<file path="config.mk">
export PLATFORM = sky130hd
export DESIGN_NAME = cpu_sequencer_flat
export DESIGN_NICKNAME = d
export VERILOG_FILES = /design/src/rtl/cpu_ctrl_pkg.sv /design/src/rtl/cpu_sequencer_if.sv /design/src/rtl/instr_class_decoder.sv /design/src/rtl/cpu_sequencer.sv /design/src/flat_wrapper.sv
export SDC_FILE = /design/constraint.sdc
export NUM_CORES = 1
export LEC_CHECK = 0
export CAP_MARGIN = 5
export CORE_ASPECT_RATIO = 1.4
export CORE_MARGIN = 2
export CORE_UTILIZATION = 44
export DETAILED_ROUTE_END_ITERATION = 8
export PLACE_DENSITY = 0.79
export SYNTH_ARGS = -nofsm -noshare
export SYNTH_HDL_FRONTEND = slang
export SYNTH_SLANG_ARGS = --single-unit
</file>
<file path="constraint.sdc">
create_clock -name clk -period 2.2 [get_ports clk]
set_input_delay 0.44 -clock clk [delete_from_list [all_inputs] [get_ports clk]]
set_output_delay 0.44 -clock clk [all_outputs]
set_load 0.02 [all_outputs]
</file>
<file path="src/rtl/cpu_ctrl_pkg.sv">
// Shared definitions for the CPU control unit: FSM states, opcodes and
// instruction classes used by the sequencer and the disassembler/monitor.
package cpu_ctrl_pkg;

    typedef enum logic [2:0] {
        ST_IDLE   = 3'd0,
        ST_FETCH  = 3'd1,
        ST_DECODE = 3'd2,
        ST_EXEC   = 3'd3,
        ST_MEM    = 3'd4,
        ST_WB     = 3'd5,
        ST_HALT   = 3'd6,
        ST_FAULT  = 3'd7
    } state_t;

    localparam logic [3:0] OP_NOP       = 4'b0000;
    localparam logic [3:0] OP_ALU_FIRST = 4'b0001;
    localparam logic [3:0] OP_ADD       = 4'b0010;
    localparam logic [3:0] OP_ALU_LAST  = 4'b0011;
    localparam logic [3:0] OP_LD        = 4'b0100;
    localparam logic [3:0] OP_ST        = 4'b0101;
    localparam logic [3:0] OP_JMP       = 4'b0110;
    localparam logic [3:0] OP_JZ        = 4'b0111;
    localparam logic [3:0] OP_HALT      = 4'b1111;

    typedef enum logic [2:0] {
        CLS_NOP  = 3'd0,
        CLS_ALU  = 3'd1,
        CLS_LD   = 3'd2,
        CLS_ST   = 3'd3,
        CLS_JMP  = 3'd4,
        CLS_JZ   = 3'd5,
        CLS_HALT = 3'd6
    } instr_class_t;

endpackage

</file>
<file path="src/rtl/cpu_sequencer_if.sv">
// Control/status bundle between the sequencer and the 8-bit CPU datapath.
interface cpu_seq_if;

    logic       run;
    logic [7:0] ir;
    logic       zero;
    logic       imem_ready;
    logic       dmem_ready;

    logic       imem_req;
    logic       ir_load;
    logic       pc_inc;
    logic       pc_load;
    logic       alu_en;
    logic [1:0] alu_op;
    logic       flags_we;
    logic       reg_we;
    logic       wb_sel;
    logic       dmem_req;
    logic       dmem_we;
    logic       retire;
    logic [7:0] retired;
    logic       halted;
    logic       fault;
    logic [2:0] state;

    modport master (
        input  run, ir, zero, imem_ready, dmem_ready,
        output imem_req, ir_load, pc_inc, pc_load, alu_en, alu_op, flags_we,
               reg_we, wb_sel, dmem_req, dmem_we, retire, retired, halted,
               fault, state
    );

    modport slave (
        output run, ir, zero, imem_ready, dmem_ready,
        input  imem_req, ir_load, pc_inc, pc_load, alu_en, alu_op, flags_we,
               reg_we, wb_sel, dmem_req, dmem_we, retire, retired, halted,
               fault, state
    );

endinterface

</file>
<file path="src/rtl/instr_class_decoder.sv">
// Maps an opcode (ir[7:4]) to its instruction class; unknown opcodes are NOPs.
module instr_class_decoder
    import cpu_ctrl_pkg::*;
(
    input  logic [3:0]   opcode,
    output instr_class_t cls
);

    always_comb begin
        cls = CLS_NOP;
        if (opcode >= OP_ALU_FIRST && opcode <= OP_ALU_LAST) begin
            cls = CLS_ALU;
        end else begin
            case (opcode)
                OP_LD:   cls = CLS_LD;
                OP_ST:   cls = CLS_ST;
                OP_JMP:  cls = CLS_JMP;
                OP_JZ:   cls = CLS_JZ;
                OP_HALT: cls = CLS_HALT;
                default: cls = CLS_NOP;
            endcase
        end
    end

endmodule

</file>
<file path="src/rtl/cpu_sequencer.sv">
// Multi-cycle fetch/decode/execute/memory/write-back sequencer; all datapath
// strobes are combinational from the current state and the live inputs.
module cpu_sequencer
    import cpu_ctrl_pkg::*;
#(
    parameter int MEM_TIMEOUT = 8
)
(
    input  logic      clk,
    input  logic      reset,
    cpu_seq_if.master bus
);

    localparam int   CNT_W   = (MEM_TIMEOUT < 2) ? 1 : $clog2(MEM_TIMEOUT + 1);
    localparam int   TO_LAST = (MEM_TIMEOUT > 0) ? MEM_TIMEOUT - 1 : 0;
    localparam logic TO_ON   = (MEM_TIMEOUT > 0);

    state_t            state;
    state_t            next_state;
    state_t            fetch_or_idle;
    instr_class_t      cls;
    logic [CNT_W-1:0]  wait_cnt;
    logic [7:0]        retired;
    logic              waiting;
    logic              timeout;
    logic              unused_ir_low;

    logic       imem_req, ir_load, pc_inc, pc_load, alu_en, flags_we;
    logic       reg_we, wb_sel, dmem_req, dmem_we, retire, halted, fault;
    logic [1:0] alu_op;

    instr_class_decoder u_decoder (
        .opcode (bus.ir[7:4]),
        .cls    (cls)
    );

    assign unused_ir_low = ^bus.ir[3:0];

    assign waiting = (state == ST_FETCH && !bus.imem_ready) ||
                     (state == ST_MEM   && !bus.dmem_ready);
    // Timeout fires in the MEM_TIMEOUT-th cycle of the state; ready is checked first.
    assign timeout       = TO_ON && (wait_cnt == CNT_W'(TO_LAST));
    assign fetch_or_idle = bus.run ? ST_FETCH : ST_IDLE;

    always_ff @(posedge clk or negedge reset) begin
        if (!reset) state <= ST_IDLE;
        else        state <= next_state;
    end

    always_ff @(posedge clk or negedge reset) begin
        if (!reset)                           wait_cnt <= '0;
        else if (next_state != state)         wait_cnt <= '0;
        else if (waiting && wait_cnt != '1)   wait_cnt <= wait_cnt + 1'b1;
    end

    always_ff @(posedge clk or negedge reset) begin
        if (!reset)      retired <= 8'd0;
        else if (retire) retired <= retired + 8'd1;
    end

    always_comb begin
        next_state = state;
        case (state)
            ST_IDLE:   if (bus.run) next_state = ST_FETCH;
            ST_FETCH: begin
                if (bus.imem_ready)   next_state = ST_DECODE;
                else if (timeout)     next_state = ST_FAULT;
            end
            ST_DECODE: begin
                case (cls)
                    CLS_HALT:       next_state = ST_HALT;
                    CLS_ALU:        next_state = ST_EXEC;
                    CLS_LD, CLS_ST: next_state = ST_MEM;
                    default:        next_state = fetch_or_idle;
                endcase
            end
            ST_EXEC:   next_state = ST_WB;
            ST_MEM: begin
                if (bus.dmem_ready)   next_state = (cls == CLS_ST) ? fetch_or_idle : ST_WB;
                else if (timeout)     next_state = ST_FAULT;
            end
            ST_WB:     next_state = fetch_or_idle;
            default:   next_state = state;
        endcase
    end

    always_comb begin
        imem_req = 1'b0;
        ir_load  = 1'b0;
        pc_inc   = 1'b0;
        pc_load  = 1'b0;
        alu_en   = 1'b0;
        flags_we = 1'b0;
        reg_we   = 1'b0;
        wb_sel   = 1'b0;
        dmem_req = 1'b0;
        dmem_we  = 1'b0;
        retire   = 1'b0;
        halted   = 1'b0;
        fault    = 1'b0;
        // IR is only trusted once it has been loaded, so alu_op stays 0 before DECODE.
        alu_op   = (state inside {ST_DECODE, ST_EXEC, ST_MEM, ST_WB}) ? bus.ir[5:4] : 2'b00;
        case (state)
            ST_FETCH: begin
                imem_req = 1'b1;
                ir_load  = bus.imem_ready;
                pc_inc   = bus.imem_ready;
            end
            ST_DECODE: begin
                case (cls)
                    CLS_NOP: retire = 1'b1;
                    CLS_JMP: begin pc_load = 1'b1;     retire = 1'b1; end
                    CLS_JZ:  begin pc_load = bus.zero; retire = 1'b1; end
                    default: retire = 1'b0;
                endcase
            end
            ST_EXEC: begin
                alu_en   = 1'b1;
                flags_we = 1'b1;
            end
            ST_MEM: begin
                dmem_req = 1'b1;
                dmem_we  = (cls == CLS_ST);
                retire   = (cls == CLS_ST) && bus.dmem_ready;
            end
            ST_WB: begin
                reg_we = 1'b1;
                wb_sel = (cls == CLS_LD);
                retire = 1'b1;
            end
            ST_HALT:  halted = 1'b1;
            ST_FAULT: fault  = 1'b1;
            default:  halted = 1'b0;
        endcase
    end

    assign bus.imem_req = imem_req;
    assign bus.ir_load  = ir_load;
    assign bus.pc_inc   = pc_inc;
    assign bus.pc_load  = pc_load;
    assign bus.alu_en   = alu_en;
    assign bus.alu_op   = alu_op;
    assign bus.flags_we = flags_we;
    assign bus.reg_we   = reg_we;
    assign bus.wb_sel   = wb_sel;
    assign bus.dmem_req = dmem_req;
    assign bus.dmem_we  = dmem_we;
    assign bus.retire   = retire;
    assign bus.retired  = retired;
    assign bus.halted   = halted;
    assign bus.fault    = fault;
    assign bus.state    = state;

endmodule

</file>
<file path="src/flat_wrapper.sv">
// flat-port wrapper written by rule: the top's interface ports become plain ports
module cpu_sequencer_flat import cpu_ctrl_pkg::*;
#(
    parameter int MEM_TIMEOUT = 8
)
  (clk, reset, bus_run, bus_ir, bus_zero, bus_imem_ready, bus_dmem_ready, bus_imem_req, bus_ir_load, bus_pc_inc, bus_pc_load, bus_alu_en, bus_alu_op, bus_flags_we, bus_reg_we, bus_wb_sel, bus_dmem_req, bus_dmem_we, bus_retire, bus_retired, bus_halted, bus_fault, bus_state);
  cpu_seq_if bus_i ();
  input  logic clk;
  input  logic reset;
  input wire logic [$bits(bus_i.run)-1:0] bus_run;
  input wire logic [$bits(bus_i.ir)-1:0] bus_ir;
  input wire logic [$bits(bus_i.zero)-1:0] bus_zero;
  input wire logic [$bits(bus_i.imem_ready)-1:0] bus_imem_ready;
  input wire logic [$bits(bus_i.dmem_ready)-1:0] bus_dmem_ready;
  output wire logic [$bits(bus_i.imem_req)-1:0] bus_imem_req;
  output wire logic [$bits(bus_i.ir_load)-1:0] bus_ir_load;
  output wire logic [$bits(bus_i.pc_inc)-1:0] bus_pc_inc;
  output wire logic [$bits(bus_i.pc_load)-1:0] bus_pc_load;
  output wire logic [$bits(bus_i.alu_en)-1:0] bus_alu_en;
  output wire logic [$bits(bus_i.alu_op)-1:0] bus_alu_op;
  output wire logic [$bits(bus_i.flags_we)-1:0] bus_flags_we;
  output wire logic [$bits(bus_i.reg_we)-1:0] bus_reg_we;
  output wire logic [$bits(bus_i.wb_sel)-1:0] bus_wb_sel;
  output wire logic [$bits(bus_i.dmem_req)-1:0] bus_dmem_req;
  output wire logic [$bits(bus_i.dmem_we)-1:0] bus_dmem_we;
  output wire logic [$bits(bus_i.retire)-1:0] bus_retire;
  output wire logic [$bits(bus_i.retired)-1:0] bus_retired;
  output wire logic [$bits(bus_i.halted)-1:0] bus_halted;
  output wire logic [$bits(bus_i.fault)-1:0] bus_fault;
  output wire logic [$bits(bus_i.state)-1:0] bus_state;
  assign bus_i.run = bus_run;
  assign bus_i.ir = bus_ir;
  assign bus_i.zero = bus_zero;
  assign bus_i.imem_ready = bus_imem_ready;
  assign bus_i.dmem_ready = bus_dmem_ready;
  assign bus_imem_req = bus_i.imem_req;
  assign bus_ir_load = bus_i.ir_load;
  assign bus_pc_inc = bus_i.pc_inc;
  assign bus_pc_load = bus_i.pc_load;
  assign bus_alu_en = bus_i.alu_en;
  assign bus_alu_op = bus_i.alu_op;
  assign bus_flags_we = bus_i.flags_we;
  assign bus_reg_we = bus_i.reg_we;
  assign bus_wb_sel = bus_i.wb_sel;
  assign bus_dmem_req = bus_i.dmem_req;
  assign bus_dmem_we = bus_i.dmem_we;
  assign bus_retire = bus_i.retire;
  assign bus_retired = bus_i.retired;
  assign bus_halted = bus_i.halted;
  assign bus_fault = bus_i.fault;
  assign bus_state = bus_i.state;
  cpu_sequencer #(.MEM_TIMEOUT(MEM_TIMEOUT)) u_core (.clk(clk), .reset(reset), .bus(bus_i));
endmodule
</file>
==> flow_summary.yaml, run 1 <==
logic_synthesis:
  yosys.area_share.xor_xnor: 0.07175
  synth_top_family_by_area: "simple AND/OR/NAND/NOR gates"
  synth_adder_area_share: 0.02278
  synth-simple-area-share: 0.2699
  synth_area_mm2: 0.001099
  synth_compound_area_frac: 0.2073
  synth_edf_count: 0
  ys_ff_latch: 15
  avgSynthCellArea_um2: 8.931
  ys_types: 46
  synthMuxAreaShare: 0.01025
  async_flop_share: 1.000
  seq_area_frac_synth: 0.3417
  syn_inst: 123
  syn_nets: 139
  ys_dominant_reg_cell: "dfrtp_1"
  ys_warn_count: 0
global_route:
  grt_max_degree: 16
  gr-total-overflow: 0
  busiest_layer: "met2"
  globalRouteMet2Util: 0.3507
  track_usage: 0.2139
  grtUsageMet1: 0.2734
  grt_pass1_vias: 1118
  met3_usage: 0.05444
  grt_pass1_wl_um: 4795
  antenna_found_initial: 0
min_path:
  hold_class: "reg2reg"
  whs_path_depth: 1
  worstHoldStart: "u_core.bus.retired[7]"
  holdPathEnd: "u_core.bus.retired[7]"
setup_path:
  r2r_start: "u_core.bus.state[1]"
  worstPathCellList: "buf_4 -> nand2b_1 -> nor2_1 -> and2_1 -> dlygate4sd2_1"
  crit_path_end_kind: "output pin"
  r2r-end: "u_core.bus.retired[5]"
  crit_arrival_ns: 1.62
  cp_top_family: "buffers and inverters"
  cp_slowest_cell: "dfrtp_1"
  worstPathRequired_ns: 1.76
  crit_path_start_kind: "flip-flop"
  critPathMaxFanout: 12
  crit_buf_inv: 2
  rrSetupSlack_ns: 0.27
  reg2regPathDepth: 6
  worstSetupPathType: "reg2out"
  cp_slowest_stage_delay_ns: 0.38
drt:
  drtIter0Drc: 26
  routed_via_density: 5.311
  wl_um: 2823
  dr.pass1.iters: 4
  drc_errors: 0
  vias: 1110
  avgRoutedWirePerCell_um: 13.51
  ant_nets: 0
die:
  initial_core_util: 0.4594
  row_count: 21
  die_area_mm2: 0.002918
  core_mm2: 0.002391
  io_pins: 40
  chipWidth_um: 46.23
  fp.dieH_um: 63.12
timing:
  slew_violations: 0
  finalCritPeriodShare: 0.9380
  hold_violations: 0
  worst_pin_slew_ns: 0.6207
  finClkSkew_ns: 0.0006150
  slew_headroom: 0.5849
  setup_viol: 0
  rsz0062_at_grt: "false"
  period_needed_ns: 2.064
  timing.fmax_mhz: 484.6
clock_tree:
  cts_tree: "done"
  numCtsBuffers: 3
  clkSlewWorstSetupHoldPaths_ns: 0.08
  clock_latency_ns: 0.28
  ctsLongestPathBuffers: 2
  hold_buffers: 0
  cts_root_buf: "clkbuf_4"
  clock_sinks: 15
  h-tree-depth: 1
placement:
  place.gp.congestion: 0.9010
  port_buffers: 35
  dpl_cell_area_mm2: 0.001602
  place_hpwl_um: 2267
  dpl.cell_count: 204
layout:
  layout.cells.non_filler: 209
  fin_nets: 192
  drive_gt1_frac: 0.2171
  final_common_cell: "buf_4"
  synthToLayoutAreaGrowth_pct: 47.38
  insertedDiodeCount: 0
  final_area_mm2: 0.001619
  final_cell_mix: "23 x buf_4, 16 x clkdlybuf4s50_1, 15 x dfrtp_1"
pwr:
  power_density_mw_per_mm2: 1200
  p_leak_nw: 0.7387
  peakVddDrop_v: 0.0007562
run:
  maxCapViolations: 0
outcome:
  status: "complete, no violations"
==> cell usage after synthesis, drive strengths merged, types with 3 or more instances <==
master	number	share of area
or3b	3	0.026
nor2	10	0.034
o21ai	3	0.014
xnor2	7	0.056
inv	8	0.027
dfrtp	15	0.34
nand4	6	0.034
nor3	4	0.018
nand3	4	0.018
nand2	7	0.024
a211oi	3	0.020
and3	3	0.017
buf	7	0.042
a21oi	6	0.027
==> cell families (layout without fill, tap and decap cells) <==
kind of cell               after synthesis  in the layout
DFF                                     15             15
buffers and inverters                   17             69
AOI/OAI and AO/OA                       30             30
muxes                                    1              1
and+or+nand+nor                         49             49
xor gates and xnor gates                 9              9
adders and majority gates                2              2
==> worst register-to-register path, stage by stage, from the launching register on <==
cell	delay [ns]
dfrtp_1	0.40
or3b_4	0.42
buf_4	0.17
o21bai_4	0.14
buf_4	0.17
or3b_1	0.37
xnor2_1	0.14
==> metal layers <==
metal	routed length (um)	part of all wire
met5	0	0
met4	46	0.016
met3	128	0.045
met2	1428	0.51
met1	1220	0.43
==> cell type report <==
type	count	area (um2)
fillers	201	772.0
multi-input cells	91	654.4
repair buffers	57	489.2
flip-flops and latches	15	375.4
well taps	34	42.54
inverters	8	30.03
clock buffers	3	22.52
clock inverters	1	5.005
==> timing repair <==
item / CTS / global route
buffers inserted: 0 / 1
resized for setup: 29 / 8
setup endpoints to repair: 14 / 8
endpoints found under the hold margin: 0 / 0
pin swaps: 0 / 1
==> registers in the layout, summed over array words and instances, names as in the netlist <==
| name | count |
|---|---|
| u_core.bus.retired | 8 |
| u_core.bus.state | 3 |
| u_core.wait_cnt | 4 |
==> per-stage QoR <==
stage,hold slack [ns],setup WS [ns],TNS [ns],total power (W),utilization
final,0.4882,0.1364,0,0.001943,0.6771
after CTS,0.4907,-0.003155,-0.003155,0.001929,0.6750
after global routing,0.5102,0.01637,0,0.002090,0.6771
after detailed placement,0.4764,-0.5034,-3.096,0.001813,0.6698
after floorplan,0.1444,0.09347,0,0.001232,-
after global placement,0.4609,-0.4395,-2.486,0.001780,0.6698
==> power breakdown <==
| part | total (W) | switching (W) | leakage, nW | internal [W] |
|---|---|---|---|---|
| clock network | 0.000149 | 0.0000816 | 0.0177 | 0.0000674 |
| registers | 0.000477 | 0.000105 | 0.189 | 0.000372 |
| logic | 0.00132 | 0.000719 | 0.532 | 0.000598 |
==> worst max path at each step <==
stage / start / to / slack [ns] / depth (start not counted)
global route: u_core.bus.state[2] / bus_pc_inc / 0.02 / 5
CTS: bus_ir[7] / bus_dmem_we / -0.003 / 5
detailed placement: bus_ir[5] / bus_retire / -0.50 / 5
global placement: bus_ir[5] / bus_retire / -0.44 / 5
finish: u_core.bus.state[2] / bus_pc_inc / 0.14 / 5
floorplan: u_core.bus.state[2] / bus_pc_inc / 0.09 / 5
No activity file was read; power rests on OpenSTA's default activity.
==> run 2: changes to the inputs <==
TNS_END_PERCENT = 5   (was not set)
==> run 2 against run 1 <==
Against the previous run: total power down 1.7%; clock-buffer cell count unchanged; fmax decreased by 0.87%; combinational power shrank 3%; non-clock buffer count is 1 lower; die area unchanged; via count shrank 1.7%; flip-flop and latch count is the same; utilization decreased by 0.21 points; clock skew about the same; critical path type is now in2out; critical endpoint is now bus_retire; largest cell class unchanged; highest routed layer unchanged.
==> flow_summary.yaml, run 2 (synthesis gave the netlist of run 1 again) <==
outcome:
  status: "complete, no violations"
clock_tree:
  numCtsBuffers: 3
  clock_latency_ns: 0.28
  clkSlewWorstSetupHoldPaths_ns: 0.08
  hold_buffers: 0
  ctsLongestPathBuffers: 2
  cts_tree: "done"
  cts_root_buf: "clkbuf_4"
  cts_setup_buffers: 0
  clock_sinks: 15
  h-tree-depth: 1
pwr:
  netSwitchingPower_w: 0.0009015
  power_frac_comb: 0.672
  seqPwrFrac: 0.250
  power_frac_clock: 0.078
  p_sw_frac: 0.4718
  peakVddDrop_v: 0.0007551
  power_density_mw_per_mm2: 1184
  p_int_w: 0.001009
  p_leak_nw: 0.7348
layout:
  final_common_cell: "buf_4"
  final_area_mm2: 0.001614
  final_cell_mix: "21 x buf_4, 16 x clkdlybuf4s50_1, 15 x dfrtp_1"
  fin_nets: 191
  regMostFlops: "u_core.bus.retired"
  synthToLayoutAreaGrowth_pct: 46.92
  layout.cells.non_filler: 208
  largest_reg_flops: 8
  reg_top3: "u_core.bus.retired: 8 flops, u_core.wait_cnt: 4 flops, u_core.bus.state: 3 flops"
  insertedDiodeCount: 0
  drive_gt1_frac: 0.2184
  n_fill_cell: 201
setup_path:
  crit_arrival_ns: 1.64
  crit_path_end_kind: "output pin"
  rrSetupSlack_ns: 0.28
  reg2regPathDepth: 6
  worstPathRequired_ns: 1.76
  worstSetupPathType: "in2out"
  endpoint: "bus_retire"
  r2r-end: "u_core.bus.retired[5]"
  critPathMaxFanout: 2
  crit_start: "bus_dmem_ready"
  r2r_start: "u_core.bus.state[1]"
  crit_path_start_kind: "primary input"
drt:
  drc_errors: 0
  wl_um: 2798
  avgRoutedWirePerCell_um: 13.45
  vias: 1091
  dr.pass1.iters: 4
  drtIter0Drc: 18
  routed_via_density: 5.245
  ant_nets: 0
die:
  core_mm2: 0.002391
  row_count: 21
  io_pins: 40
  die_area_mm2: 0.002918
  initial_core_util: 0.4594
  fp.dieH_um: 63.12
  chipWidth_um: 46.23
global_route:
  gr-total-overflow: 0
  antenna_found_initial: 0
  grt_pass1_vias: 1116
  grt_pass1_wl_um: 4788
  grt_max_degree: 16
  track_usage: 0.2139
timing:
  rsz0062_at_grt: "false"
  slew_headroom: 0.5851
  setup_viol: 0
  finalSetupTns_ns: 0
  finClkSkew_ns: 0.0006100
  finalCritPeriodShare: 0.9462
  slew_violations: 0
  timing.fmax_mhz: 480.4
  worst_pin_slew_ns: 0.6205
  period_needed_ns: 2.082
  hold_violations: 0
run:
  maxCapViolations: 0
min_path:
  hold_class: "reg2reg"
placement:
  place.gp.congestion: 0.9010
  dpl_cell_area_mm2: 0.001602
  place_hpwl_um: 2267
  dpl.cell_count: 204
  port_buffers: 35
[run 2: cell count changes in the layout (fill, tap and decap cells not counted)]
cell	change
buf_4	-2
a211oi_1	-1
buf_2	+1
a211oi_2	+1
[run 2: metrics by stage]
| step | util | worst slack [ns] | hold WS (ns) | power (W) |
|---|---|---|---|---|
| finish | 0.6750 | 0.1183 | 0.4882 | 0.001911 |
| floorplan | - | 0.09347 | 0.1444 | 0.001232 |
| global route | 0.6750 | 0.01637 | 0.5102 | 0.002059 |
| CTS | 0.6729 | -0.03815 | 0.4907 | 0.001910 |
| detailed placement | 0.6698 | -0.5034 | 0.4764 | 0.001813 |
| global placement | 0.6698 | -0.4395 | 0.4609 | 0.001780 |
[run 2: layer usage]
layer,share of wire,global-route usage,wire length [um]
met5,0,0,0
met4,0.016,0.05000,46
met1,0.44,0.2734,1241
met2,0.50,0.3507,1402
met3,0.039,0.05444,108
[run 2: worst min-delay path by stage]
stage                          startpoint                    end  cells past startpoint
floorplan                           reset  u_core.bus.retired[0]                      0
global placement    u_core.bus.retired[7]  u_core.bus.retired[7]                      1
finish              u_core.bus.retired[7]  u_core.bus.retired[7]                      1
CTS                 u_core.bus.retired[7]  u_core.bus.retired[7]                      1
detailed placement  u_core.bus.retired[7]  u_core.bus.retired[7]                      1
global route        u_core.bus.retired[7]  u_core.bus.retired[7]                      1
[run 2: power by group through the flow]
stage | clock network (W) | registers (W) | logic [W]
floorplan | 0 | 0.000582 | 0.000650
global placement | 0 | 0.000471 | 0.00131
detailed placement | 0 | 0.000483 | 0.00133
CTS | 0.000157 | 0.000477 | 0.00128
global route | 0.000173 | 0.000495 | 0.00139
finish | 0.000149 | 0.000477 | 0.00128
[run 2: critical path, cell delays in order]
cell,delay [ns]
clkdlybuf4s50_1,0.50
inv_1,0.09
o31ai_4,0.27
o21bai_4,0.16
buf_2,0.18
[run 2: what timing repair did]
item	CTS	global route
pin swaps	0	1
resized for setup	26	11
endpoints found under the setup margin	14	7
[run 2: layout make-up]
class | count | area (um2) | area share
clock inverter | 1 | 5.005 | 0.003101
multi-input combinational | 91 | 659.4 | 0.4085
sequential | 15 | 375.4 | 0.2326
inverter | 8 | 30.03 | 0.01860
clock buffer | 3 | 22.52 | 0.01395
tap | 34 | 42.54 | 0.02636
timing repair buffer | 56 | 479.2 | 0.2969
==> run 3: changes to the inputs <==
CELL_PAD_IN_SITES_DETAIL_PLACEMENT = 0   (was not set)
CELL_PAD_IN_SITES_GLOBAL_PLACEMENT = 1   (was not set)
CORE_UTILIZATION = 32   (was 44)
PLACE_DENSITY = not set   (was 0.79)
PLACE_DENSITY_LB_ADDON = 0.1   (was not set)
==> run 3 against run 2 <==
Against the previous run: design area increased by 4.7%; wire length rose by 8.4%; utilization decreased by 17 points; largest cell class unchanged; largest power group unchanged.
==> flow_summary.yaml, run 3 (synthesis gave the netlist of run 1 again) <==
die:
  die_area_mm2: 0.003924
  core_mm2: 0.003347
  initial_core_util: 0.3282
  chipWidth_um: 53.52
  fp.dieH_um: 73.33
  io_pins: 40
  row_count: 25
placement:
  place.gp.congestion: 0.9192
  place_hpwl_um: 2379
  port_buffers: 35
  dpl.cell_count: 213
  pre_cts_ws_ns: -0.4822
pwr:
  p_leak_nw: 0.8176
  power_density_mw_per_mm2: 1182
  peakVddDrop_v: 0.0008369
setup_path:
  cp_slowest_cell: "clkdlybuf4s50_1"
  worstPathCellList: "clkdlybuf4s50_1 -> inv_1 -> o31ai_2 -> o21bai_4 -> buf_4"
  cp_slowest_stage_delay_ns: 0.48
  critPathMaxFanout: 3
  crit_path_start_kind: "primary input"
  crit_buf_inv: 3
  cp_top_family: "buffers and inverters"
  crit_arrival_ns: 1.65
  worstSetupPathType: "in2out"
  crit_path_end_kind: "output pin"
  worstPathRequired_ns: 1.76
timing:
  worst_pin_slew_ns: 0.6591
  setup_viol: 0
  hold_violations: 0
  rsz0062_at_grt: "false"
  period_needed_ns: 2.094
  setup_slack_ns: 0.1061
  slew_violations: 0
  slew_headroom: 0.5592
  finalCritPeriodShare: 0.9518
  timing.fmax_mhz: 477.6
  finClkSkew_ns: 0.0008184
layout:
  reg_top3: "u_core.bus.retired: 8 flops, u_core.wait_cnt: 4 flops, u_core.bus.state: 3 flops"
  drive_gt1_frac: 0.2303
  final_cell_mix: "25 x buf_4, 17 x clkdlybuf4s50_1, 15 x dfrtp_1"
  n_fill_cell: 340
  register_area_um2: 375.4
  synthToLayoutAreaGrowth_pct: 53.87
  regMostFlops: "u_core.bus.retired"
  fin_nets: 195
  fin_util: 0.5050
  multi_input_area_um2: 650.6
  largest_reg_flops: 8
  insertedDiodeCount: 0
  layout.cells.non_filler: 218
  final_common_cell: "buf_4"
drt:
  wl_um: 3032
  drtIter0Drc: 26
  avgRoutedWirePerCell_um: 13.91
  drc_errors: 0
  routed_via_density: 5.151
  vias: 1123
  dr.pass1.iters: 4
  ant_nets: 0
global_route:
  grt_pass1_wl_um: 4940
  gr-total-overflow: 0
  grt_max_degree: 16
  track_usage: 0.1669
  grt_pass1_vias: 1078
  antenna_found_initial: 0
clock_tree:
  clkSlewWorstSetupHoldPaths_ns: 0.06
  ctsLongestPathBuffers: 2
  clock_latency_ns: 0.24
  h-tree-depth: 1
  clock_sinks: 15
  cts_root_buf: "clkbuf_8"
  numCtsBuffers: 3
  cts_tree: "done"
outcome:
  status: "complete, no violations"
min_path:
  hold_class: "reg2reg"
run:
  maxCapViolations: 0
-- run 3: layout make-up --
type | count | share of cell area
clock buffer | 4 | 0.02665
timing repair buffer | 60 | 0.3190
tap | 40 | 0.02961
inverter | 8 | 0.01776
sequential | 15 | 0.2221
multi-input combinational | 91 | 0.3849
-- run 3: routing by layer --
| layer | up-vias | share of wire | GRT usage |
|---|---|---|---|
| met1 | 529 | 0.39 | 0.1843 |
| met3 | 4 | 0.039 | 0.02033 |
| met5 | - | 0 | 0 |
| li1 | 563 | - | - |
| met4 | 0 | 0.016 | 0.06268 |
| met2 | 27 | 0.55 | 0.3128 |
-- run 3: final timing paths --
kind / from / end / slack, ns / cells after the start
max in group asynchronous: reset / u_core.bus.retired[7] / 1.18 / 1
worst min register to register: u_core.bus.retired[7] / u_core.bus.retired[7] / 0.48 / 1
worst max-delay path: bus_dmem_ready / bus_retire / 0.11 / 5
worst min-delay path: u_core.bus.retired[7] / u_core.bus.retired[7] / 0.48 / 1
worst max register to register: u_core.bus.state[1] / u_core.bus.retired[5] / 0.26 / 6
min in group asynchronous: reset / u_core.wait_cnt[1] / 0.60 / 1
-- run 3: power breakdown --
group | internal, W | switching (W)
Sequential | 0.000373 | 0.000117
Combinational | 0.000583 | 0.000708
Clock | 0.000128 | 0.0000876
-- run 3: timing repair --
item	in CTS	in global routing
setup buffers	0	1
hold buffers	0	0
pin swaps	1	2
endpoints found under the setup margin	12	12
gates cloned	0	0
resized for setup	25	10
-- run 3: per-stage QoR --
stage,hold WS (ns),total power (W),TNS (ns),instance area [um2]
global route,0.5236,0.002153,0,1690
finish,0.4750,0.001998,0,1690
floorplan,0.1444,0.001232,0,1105
global placement,0.4652,0.001827,-2.821,1632
detailed placement,0.4700,0.001832,-3.085,1632
CTS,0.4824,0.002024,-0.1594,1665
-- run 3: worst reg2reg max path: stages (launching register included) --
cell      delay [ns]
dfrtp_1         0.42
or3b_4          0.43
buf_4           0.16
o21bai_4        0.12
buf_4           0.17
or3b_1          0.38
xnor2_1         0.14
